## src/rtl/simmem_linkedlist_bank_pkg.sv

```systemverilog
// Shared sizing constants and types for the simulated-memory response banks.
package simmem_linkedlist_bank_pkg;

   localparam int unsigned XRespWidth        = 8;
   localparam int unsigned BankIdWidth       = 4;
   localparam int unsigned BankTotalCapacity = 32;
   localparam int unsigned BankAddrWidth     = $clog2(BankTotalCapacity);

   typedef struct packed {
      logic [BankAddrWidth-1:0] nxt_elem;
   } linkedlist_meta_t;

endpackage

```

## src/rtl/simmem_free_slot_finder.sv

```systemverilog
// Lowest-index set-bit finder; used for free-slot allocation and lowest-ID arbitration.
module simmem_free_slot_finder #(
   parameter int unsigned Width    = 32,
   localparam int unsigned IdxWidth = (Width > 1) ? $clog2(Width) : 1
) (
   input  logic [Width-1:0]    bitmap_i,
   output logic [IdxWidth-1:0] idx_o,
   output logic                any_o
);

   // Scan downwards so the lowest set bit is the last one written.
   always_comb begin
      idx_o = '0;
      any_o = 1'b0;
      for (int i = Width - 1; i >= 0; i--) begin
         idx_o = bitmap_i[i] ? IdxWidth'(i) : idx_o;
         any_o = any_o | bitmap_i[i];
      end
   end

endmodule

```

## src/rtl/simmem_linkedlist_bank_chk.sv

```systemverilog
// Consistency checks on the bank bookkeeping: slot conservation and count ordering.
module simmem_linkedlist_bank_chk #(
   parameter int unsigned NumIds        = 16,
   parameter int unsigned TotalCapacity = 32,
   parameter int unsigned CntWidth      = 6,
   parameter int unsigned AddrWidth     = 5
) (
   input logic                     clk_i,
   input logic                     rst_i,
   input logic [TotalCapacity-1:0] free_i,
   input logic [CntWidth-1:0]      res_cnt_i [NumIds],
   input logic [CntWidth-1:0]      fil_cnt_i [NumIds],
   input logic                     res_hs_i,
   input logic [AddrWidth-1:0]     res_slot_i
);

   int   occupied_s;
   logic cnt_ok_s;

   // Sum reserved slots over all lists and check filled never exceeds reserved.
   always_comb begin
      occupied_s = 0;
      cnt_ok_s   = 1'b1;
      for (int i = 0; i < int'(NumIds); i++) begin
         occupied_s = occupied_s + int'(res_cnt_i[i]);
         cnt_ok_s   = cnt_ok_s & (fil_cnt_i[i] <= res_cnt_i[i]);
      end
   end

   // Sampled every active edge outside reset.
   always_ff @(posedge clk_i) begin
      if (!rst_i) begin
         assert (!res_hs_i || free_i[res_slot_i]);
         assert (cnt_ok_s);
         assert ($countones(free_i) + occupied_s == int'(TotalCapacity));
      end
   end

endmodule

```

## src/rtl/simmem_linkedlist_bank.sv

```systemverilog
// Response bank: one linked list per AXI ID threaded through a shared slot RAM.
module simmem_linkedlist_bank
   import simmem_linkedlist_bank_pkg::*;
#(
   parameter int unsigned IDWidth       = BankIdWidth,
   parameter int unsigned TotalCapacity = BankTotalCapacity,
   parameter int unsigned DataWidth     = XRespWidth,
   localparam int unsigned NumIds    = 2**IDWidth,
   localparam int unsigned AddrWidth = $clog2(TotalCapacity),
   localparam int unsigned CntWidth  = $clog2(TotalCapacity + 1)
) (
   input  logic                 clk_i,
   input  logic                 rst_i,
   input  logic                 res_valid_i,
   input  logic [IDWidth-1:0]   res_id_i,
   output logic                 res_ready_o,
   output logic [AddrWidth-1:0] res_addr_o,
   input  logic                 in_valid_i,
   input  logic [IDWidth-1:0]   in_id_i,
   input  logic [DataWidth-1:0] in_data_i,
   output logic                 in_ready_o,
   input  logic [NumIds-1:0]    release_en_i,
   output logic                 out_valid_o,
   output logic [IDWidth-1:0]   out_id_o,
   output logic [DataWidth-1:0] out_data_o,
   input  logic                 out_ready_i
);

   logic [TotalCapacity-1:0] free_q, free_d;
   logic [TotalCapacity-1:0] filled_q, filled_d;
   logic [DataWidth-1:0]     data_q [TotalCapacity];
   logic [DataWidth-1:0]     data_d [TotalCapacity];
   logic [AddrWidth-1:0]     nxt_q [TotalCapacity];
   logic [AddrWidth-1:0]     nxt_d [TotalCapacity];
   logic [AddrWidth-1:0]     head_q [NumIds];
   logic [AddrWidth-1:0]     head_d [NumIds];
   logic [AddrWidth-1:0]     tail_q [NumIds];
   logic [AddrWidth-1:0]     tail_d [NumIds];
   logic [AddrWidth-1:0]     fill_q [NumIds];
   logic [AddrWidth-1:0]     fill_d [NumIds];
   logic [CntWidth-1:0]      res_cnt_q [NumIds];
   logic [CntWidth-1:0]      res_cnt_d [NumIds];
   logic [CntWidth-1:0]      fil_cnt_q [NumIds];
   logic [CntWidth-1:0]      fil_cnt_d [NumIds];

   logic [AddrWidth-1:0] res_slot_s, fill_slot_s, out_slot_s;
   logic [NumIds-1:0]    cand_s;
   logic [IDWidth-1:0]   out_id_s;
   logic                 any_free_s, out_any_s;
   logic                 res_hs_s, in_hs_s, out_hs_s;
   logic                 res_empty_s;
   logic [CntWidth-1:0]  res_pend_s;

   simmem_free_slot_finder #(.Width(TotalCapacity)) u_slot_finder (
      .bitmap_i (free_q),
      .idx_o    (res_slot_s),
      .any_o    (any_free_s)
   );

   simmem_free_slot_finder #(.Width(NumIds)) u_id_arbiter (
      .bitmap_i (cand_s),
      .idx_o    (out_id_s),
      .any_o    (out_any_s)
   );

   // A list may be released only when its head slot already holds data.
   always_comb begin
      cand_s = '0;
      for (int i = 0; i < int'(NumIds); i++) begin
         cand_s[i] = release_en_i[i] & (res_cnt_q[i] != '0) & filled_q[head_q[i]];
      end
   end

   assign res_ready_o = any_free_s;
   assign res_addr_o  = res_slot_s;
   assign in_ready_o  = res_cnt_q[in_id_i] != fil_cnt_q[in_id_i];
   assign out_valid_o = out_any_s;
   assign out_id_o    = out_id_s;
   assign out_slot_s  = head_q[out_id_s];
   assign out_data_o  = data_q[out_slot_s];
   assign fill_slot_s = fill_q[in_id_i];

   assign res_hs_s = res_valid_i & any_free_s;
   assign in_hs_s  = in_valid_i & in_ready_o;
   assign out_hs_s = out_any_s & out_ready_i;

   // Same-ID release or fill in the reservation cycle changes what "empty" and "all filled" mean.
   assign res_empty_s = res_cnt_q[res_id_i] == CntWidth'(out_hs_s && (out_id_s == res_id_i));
   assign res_pend_s  = res_cnt_q[res_id_i] - fil_cnt_q[res_id_i]
                        - CntWidth'(in_hs_s && (in_id_i == res_id_i));

   // Next-state for slot RAM and per-ID list pointers; reservation is applied last so it wins.
   always_comb begin
      free_d   = free_q;
      filled_d = filled_q;
      data_d   = data_q;
      nxt_d    = nxt_q;
      head_d   = head_q;
      tail_d   = tail_q;
      fill_d   = fill_q;
      for (int i = 0; i < int'(NumIds); i++) begin
         res_cnt_d[i] = res_cnt_q[i] + CntWidth'(res_hs_s && (res_id_i == IDWidth'(i)))
                        - CntWidth'(out_hs_s && (out_id_s == IDWidth'(i)));
         fil_cnt_d[i] = fil_cnt_q[i] + CntWidth'(in_hs_s && (in_id_i == IDWidth'(i)))
                        - CntWidth'(out_hs_s && (out_id_s == IDWidth'(i)));
      end
      if (out_hs_s) begin
         free_d[out_slot_s]   = 1'b1;
         filled_d[out_slot_s] = 1'b0;
         head_d[out_id_s]     = nxt_q[out_slot_s];
      end else begin
         head_d[out_id_s] = head_q[out_id_s];
      end
      if (in_hs_s) begin
         data_d[fill_slot_s]   = in_data_i;
         filled_d[fill_slot_s] = 1'b1;
         fill_d[in_id_i]       = nxt_q[fill_slot_s];
      end else begin
         fill_d[in_id_i] = fill_q[in_id_i];
      end
      if (res_hs_s) begin
         free_d[res_slot_s] = 1'b0;
         tail_d[res_id_i]   = res_slot_s;
         if (res_empty_s) begin
            head_d[res_id_i] = res_slot_s;
         end else begin
            nxt_d[tail_q[res_id_i]] = res_slot_s;
         end
         fill_d[res_id_i] = (res_pend_s == '0) ? res_slot_s : fill_d[res_id_i];
      end else begin
         tail_d[res_id_i] = tail_q[res_id_i];
      end
   end

   // State registers; reset empties every list and frees every slot.
   always_ff @(posedge clk_i or posedge rst_i) begin
      if (rst_i) begin
         free_q    <= '1;
         filled_q  <= '0;
         data_q    <= '{default: '0};
         nxt_q     <= '{default: '0};
         head_q    <= '{default: '0};
         tail_q    <= '{default: '0};
         fill_q    <= '{default: '0};
         res_cnt_q <= '{default: '0};
         fil_cnt_q <= '{default: '0};
      end else begin
         free_q    <= free_d;
         filled_q  <= filled_d;
         data_q    <= data_d;
         nxt_q     <= nxt_d;
         head_q    <= head_d;
         tail_q    <= tail_d;
         fill_q    <= fill_d;
         res_cnt_q <= res_cnt_d;
         fil_cnt_q <= fil_cnt_d;
      end
   end

   simmem_linkedlist_bank_chk #(
      .NumIds        (NumIds),
      .TotalCapacity (TotalCapacity),
      .CntWidth      (CntWidth),
      .AddrWidth     (AddrWidth)
   ) u_chk (
      .clk_i      (clk_i),
      .rst_i      (rst_i),
      .free_i     (free_q),
      .res_cnt_i  (res_cnt_q),
      .fil_cnt_i  (fil_cnt_q),
      .res_hs_i   (res_hs_s),
      .res_slot_i (res_slot_s)
   );

endmodule

```

## config.mk

```make
export PLATFORM = sky130hd
export DESIGN_NAME = simmem_linkedlist_bank
export DESIGN_NICKNAME = d
export VERILOG_FILES = /design/src/rtl/simmem_linkedlist_bank_pkg.sv /design/src/rtl/simmem_free_slot_finder.sv /design/src/rtl/simmem_linkedlist_bank_chk.sv /design/src/rtl/simmem_linkedlist_bank.sv
export SDC_FILE = /design/constraint.sdc
export NUM_CORES = 2
export LEC_CHECK = 0
export BUFFER_PORTS_ARGS = -buffer_cell sky130_fd_sc_hd__buf_2
export CORE_ASPECT_RATIO = 1.4
export CORE_UTILIZATION = 61
export DETAILED_ROUTE_END_ITERATION = 10
export PLACE_DENSITY_LB_ADDON = 0.12
export SYNTH_ARGS = -nofsm -noshare
export SYNTH_HDL_FRONTEND = slang
export SYNTH_HIERARCHICAL = 1
export SYNTH_SLANG_ARGS = --single-unit
```

## constraint.sdc

```tcl
create_clock -name clk_i -period 29.8 [get_ports clk_i]
set_clock_uncertainty 0.2 [all_clocks]
set_input_delay 1.49 -clock clk_i [delete_from_list [all_inputs] [get_ports clk_i]]
set_output_delay 1.49 -clock clk_i [all_outputs]
set_load 0.01 [all_outputs]
```

Word-level counts from Yosys, hierarchy flattened
Cells that the tools add are included.
- register bits after elaboration: 912
- latch bits: 0
- memories kept: 0
- memory bits (read-only): 0
- output and inout port bits: 20
- memory bits (writable): 0
- word-level logic and storage cells: 617
- shifts and indexed selects: 0
- muxes and demuxes: 150
- add/subtract/negate cells: 66
- equality and inequality tests: 49
- bitwise operators: 94
- magnitude comparators: 33
- divide/modulo/power cells: 0
- $mul: 0
- reduce and logical (&&, ||, !) cells: 79
- operator list (kind ; count):
    $bwmux W80 ; 8
    $mux W80 ; 6
    $bwmux W256 ; 1
    $mux W5 ; 49
    $sub A6 B1 Y6 ; 33
    $add A6 B1 Y6 ; 32
    $bwmux W160 ; 1
    $mux W32 ; 4
    $lt A5 B6 Y1 const B ; 19
    $bmux W6 S4 ; 4
    $eq A4 B4 Y1 const B ; 24
    $reduce_bool A6 Y1 ; 16
    $bmux W1 S5 ; 16
    $bmux W5 S4 ; 4
    $and A32 B32 Y32 ; 2
    $mux W4 ; 16
    $not A32 Y32 ; 2
    $or A32 B32 Y32 ; 2
    $demux W5 S4 ; 3
    $logic_and A1 B1 Y1 ; 58
    $bmux W5 S5 ; 2
    $eq A4 B3 Y1 const B ; 12
    $mux W6 ; 8
    $or A1 B1 Y1 ; 46
    other kinds (24) ; 103

Logic depth before layout (Yosys ltp)
- depth in word-level cells: 39
- mapped depth: 27
- mapped depth without buffers: 22

Cells and area by module
The synthesis kept the hierarchy.
- modules (own cells, without submodules) (module ; cells each ; seq. area each (um^2) ; instances ; area an instance (um^2)):
    simmem_linkedlist_bank ; 4959 ; 22861.9 ; 1 ; 56999.7
    simmem_free_slot_finder (u_slot_finder) ; 65 ; 0.0 ; 1 ; 370.4
    simmem_free_slot_finder (u_id_arbiter) ; 34 ; 0.0 ; 1 ; 173.9

Worst setup path before layout
OpenSTA, ideal clock, no wires.
- path kind: input port to flip-flop
- start: input res_id_i[0]
- end: register fill_q[52] in the netlist's numbering
- slack: 22.662 ns
- buffers on the path: 7
- cell stages on the path: 18
- setup time: 0.137 ns
- arrival: 6.801 ns
- cell sequence: buf_2 -> buf_2 -> buf_2 -> buf_2 -> clkbuf_1 -> buf_1 -> mux4_2 -> mux4_2 -> ha_1 -> inv_1 -> ha_1 -> or4_1 -> a211oi_1 -> nand2_1 -> mux2_2 -> nor2_1 -> clkbuf_1 -> o31ai_1
- RTL lines (item ; line ; RTL):
    from (decl) ; simmem_linkedlist_bank.sv:15 ; input logic [IDWidth-1:0] res_id_i,
    to (signal assigned) ; simmem_linkedlist_bank.sv:154 ; fill_q <= fill_d;
    to (decl) ; simmem_linkedlist_bank.sv:39 ; logic [AddrWidth-1:0] fill_q [NumIds];

Worst setup path in the final report
- start: register head_q[45] in the netlist's numbering
- end: output out_data_o[7]
- word-level cells in the longest chain between the ends: 18
- ends and longest elaborated chain (item ; line ; RTL):
    from (decl) ; simmem_linkedlist_bank.sv:35 ; logic [AddrWidth-1:0] head_q [NumIds];
    from (signal assigned) ; simmem_linkedlist_bank.sv:142 ; head_q <= '{default: '0};
    from (signal assigned) ; simmem_linkedlist_bank.sv:152 ; head_q <= head_d;
    $bmux W1 S5 ; simmem_linkedlist_bank.sv:70 ; cand_s[i] = release_en_i[i] & (res_cnt_q[i] != '0) & filled_q[head_q[i]];
    $mux W1 (implied by the code) ; simmem_linkedlist_bank.sv:70 ;
    $and A1 B1 Y1 ; simmem_linkedlist_bank.sv:70 ;
    net cand_s[6] ; simmem_linkedlist_bank.sv:47 ; logic [NumIds-1:0] cand_s;
    $mux W4 (7 in series) ; simmem_free_slot_finder.sv:16 ; idx_o = bitmap_i[i] ? IdxWidth'(i) : idx_o;
    $not A4 Y5 (implied by the code) ; simmem_linkedlist_bank.sv:79 ; assign out_slot_s = head_q[out_id_s];
    $bmux W5 S4 ; simmem_linkedlist_bank.sv:79 ;
    $mux W5 (implied by the code) (2 in series) ; simmem_linkedlist_bank.sv:79 ;
    $not A5 Y6 (implied by the code) ; simmem_linkedlist_bank.sv:80 ; assign out_data_o = data_q[out_slot_s];
    $bmux W8 S5 ; simmem_linkedlist_bank.sv:80 ;
    $mux W8 (implied by the code) (2 in series) ; simmem_linkedlist_bank.sv:80 ;
    to (decl) ; simmem_linkedlist_bank.sv:25 ; output logic [DataWidth-1:0] out_data_o,
The timed path passes the listed nets, and every way through them passes these cells. The select of a mux whose other input is x is not followed.

==> results.yml <==
power:
  power_switching_uw: 3020
  seqPwrFrac_pct: 30.7
  vdd_drop_max_uv: 77.7
  p_int_uw: 4030
  power_leakage_uw: 0.0272
  p_clk_share_pct: 17.7
  combPwrFrac_pct: 51.6
  p_sw_share_pct: 42.8
  powerDensity_nw_per_um2: 114
synth:
  synthArstFlopShare_pct: 100
  synth_ff_type: "dfrtp_1"
  yosys_register_bits: 912
  syn_avg_cell_area_um2: 11.4
  syn-num-nets: 5359
  yosysWarnings: 6
  ys_seq_area_share_pct: 39.7
  synth_cell_types: 104
  synth_edf_count: 0
  synthesis.area_um2: 57500
  syn-instance-count: 5058
clock_network:
  cts_tree: "done"
  htreeDepth: 3
  cts_hold_buf: 0
  clock_path_buffers: 3
  cts_resized: 0
  clkTransAtPathRegs_ns: 0.06
  postCtsSetupRepairBufs: 0
  cts-buffers-inserted: 92
  root_buffer: "clkbuf_16"
  clkLatencyLatePin_ns: 0.71
  cts_num_sinks: 912
global_routing:
  grt_pass1_wl_um: 279000
  overflow: 0
  antenna_found_initial: 3
  grt_pass1_vias: 43700
  grt_max_degree: 183
  grt_usage_pct: 39.6
timing:
  slew_violations: 0
  grt_setup_unrepaired: "false"
  layout_setup_ws_ns: 20.01
  slew_headroom_pct: 12.1
  setup-tns-final_ns: 0
  hold_viol_final: 0
  period_share_pct: 32.9
  fin_crit_ns: 9.79
  fmax_mhz: 102
  tightest_slew_ns: 1.31
  setup_viol: 0
route:
  drt_drc_violations_left: 0
  drt_first_pass_iters: 6
  drtAntennaViolNets: 0
  viasPerCell: 6.86
  num_vias: 42700
  avgRoutedWirePerCell_um: 29.6
  dr.first_iter.drc_count: 4452
  wl_um: 185000
run_status:
  status: "completed"
hold_path:
  min_path_cells: 2
  hold_class: "reg -> reg"
setup_path:
  crit_arrival_ns: 8.10
  reg2reg_depth: 20
  critPathCaptureType: "output port"
  path_common_cell: "mux4_2"
  worstSetupPathType: "reg -> out"
  worstPathRequired_ns: 28.11
  crit_chain: "mux4_2, mux4_2, mux2i_1, nor2_1, nor2b_1, nor3_1, nand3_1, o22ai_4, buf_4, mux4_2, mux4_4, buf_4, buf_4, mux4_2, a22oi_1, nand4_1, buf_2"
  path_max_fanout: 39
  max_stage_delay_ns: 0.88
  worstSetupStartpointType: "flip-flop"
  critical-path-slowest-cell: "mux4_4"
floorplan:
  num_rows: 132
  dieArea_um2: 95600
  start_util_pct: 61.9
  ios: 57
  core_um2: 93000
  die_x_um: 262
  die_h_um: 365
placement:
  place_congestion: 1.04
  dp_worst_setup_slack_ns: 20.66
  placed_area_um2: 58700
  portBuffers: 56
  place_hpwl_um: 129000
layout:
  stdcell_area_um2: 61900
  final_cell_mix: "dfrtp_1 (880), mux4_2 (439), mux2_2 (422), nand2_1 (398), a21oi_1 (383)"
  final_common_cell: "dfrtp_1"
  drive_above_1_share_pct: 26.2
  finalNetCount: 5249
  areaGrowthSynthToFinish_pct: 7.54
flow_run:
  maxCapViolCount: 0
==> through the flow <==
stage	util [%]	cells	total power, uW	hold slack (ns)
final	66.6	6233	7040	0.274
after global placement	63.1	6060	5600	0.257
after detailed placement	63.1	6060	5730	0.266
after global routing	66.5	6231	7440	0.301
after CTS	66.5	6231	7000	0.279
after floorplan	-	5058	4700	0.245
==> final cells by class <==
cell class / instances / area [um2]
tap: 1206 / 1510
inverter: 353 / 1330
sequential: 912 / 22900
fill: 7058 / 31100
timing repair buffer: 150 / 1020
antenna: 2 / 5.00
clock buffer: 137 / 2700
clock inverter: 34 / 518
multi-input combinational: 3439 / 31900
==> final timing paths <==
kind | slack (ns) | startpoint | to
min in group asynchronous | 0.72 | rst_i | nxt_q[4]
setup reg to reg | 20.91 | head_q[45] | head_q[63]
setup / recovery | 20.01 | head_q[45] | out_data_o[7]
hold / removal | 0.27 | tail_q[28] | tail_q[28]
max in group asynchronous | 25.74 | rst_i | fil_cnt_q[33]
hold reg to reg | 0.27 | tail_q[28] | tail_q[28]
==> cells in the mapped netlist, types with 9 or more instances <==
cell | n | share of area (%)
nor2_2 | 32 | 0.35
o22ai_1 | 11 | 0.12
nand4_1 | 17 | 0.18
mux2i_1 | 63 | 1.1
xor2_1 | 36 | 0.55
nor2b_1 | 17 | 0.18
o211ai_1 | 23 | 0.30
dfstp_2 | 32 | 1.5
buf_4 | 18 | 0.23
a22o_1 | 23 | 0.35
a21o_1 | 88 | 1.1
nor4_1 | 26 | 0.28
and3_1 | 20 | 0.22
a211oi_1 | 20 | 0.26
nand2b_1 | 11 | 0.12
o21ai_0 | 156 | 1.4
buf_1 | 22 | 0.14
o211a_1 | 9 | 0.16
clkbuf_1 | 216 | 1.4
ha_1 | 230 | 5.0
nand3_2 | 9 | 0.16
a21oi_1 | 384 | 3.3
o21bai_1 | 32 | 0.42
a21oi_2 | 12 | 0.18
o21a_1 | 14 | 0.18
buf_2 | 81 | 0.70
inv_1 | 351 | 2.3
o31ai_1 | 47 | 0.61
mux2_2 | 422 | 8.3
nor3_1 | 32 | 0.28
nor2_1 | 379 | 2.5
o21ai_1 | 21 | 0.18
a22oi_1 | 62 | 0.81
a221oi_1 | 16 | 0.24
xnor2_1 | 127 | 1.9
buf_6 | 17 | 0.33
dfrtp_1 | 880 | 38
a31oi_1 | 23 | 0.25
mux4_2 | 441 | 17
nand3_1 | 47 | 0.41
a311oi_1 | 10 | 0.15
nand2_1 | 398 | 2.6
fa_1 | 34 | 1.2
nor3b_1 | 15 | 0.20
==> sequential cells by signal (all words and copies together) (netlist names) <==
register / cells
data_q: 256
fil_cnt_q: 96
fill_q: 80
filled_q: 32
free_q: 32
head_q: 80
nxt_q: 160
res_cnt_q: 96
tail_q: 80
==> routing by layer <==
metal / GRT usage (%) / share of wire [%] / vias to the layer above
li1: - / - / 18300
met1: 47.4 / 36 / 21600
met2: 63.9 / 48 / 2183
met3: 7.07 / 7.6 / 744
met4: 30.1 / 9.0 / 4
met5: 0 / 0.010 / -
==> cell families after synthesis <==
logic type,synth area share [%]
buffers and inverters,5.13
XOR/XNOR,2.48
flip-flops,39.7
AO/OA/AOI/OAI,11.6
adder cells (fa/ha/maj),6.18
multiplexers,26.7
AND/OR/NAND/NOR,8.13
==> power groups by stage <==
stage / logic [uW] / clock network, uW / registers (uW)
6_report: 3630 / 1250 / 2160
5_1_grt: 3920 / 1310 / 2210
4_1_cts: 3590 / 1260 / 2140
3_5_place_dp: 3570 / 0 / 2160
3_3_place_gp: 3470 / 0 / 2140
2_1_floorplan: 2770 / 0 / 1920
==> critical path: cells and delay by family, from the launching register on <==
kind	cells	cell delay (ns)
multiplexers	6	3.19
AO/OA/AOI/OAI	2	0.50
flip-flops	1	0.67
buffers and inverters	4	2.07
AND/OR/NAND/NOR	5	0.78
(Power assumes the default switching activity.)
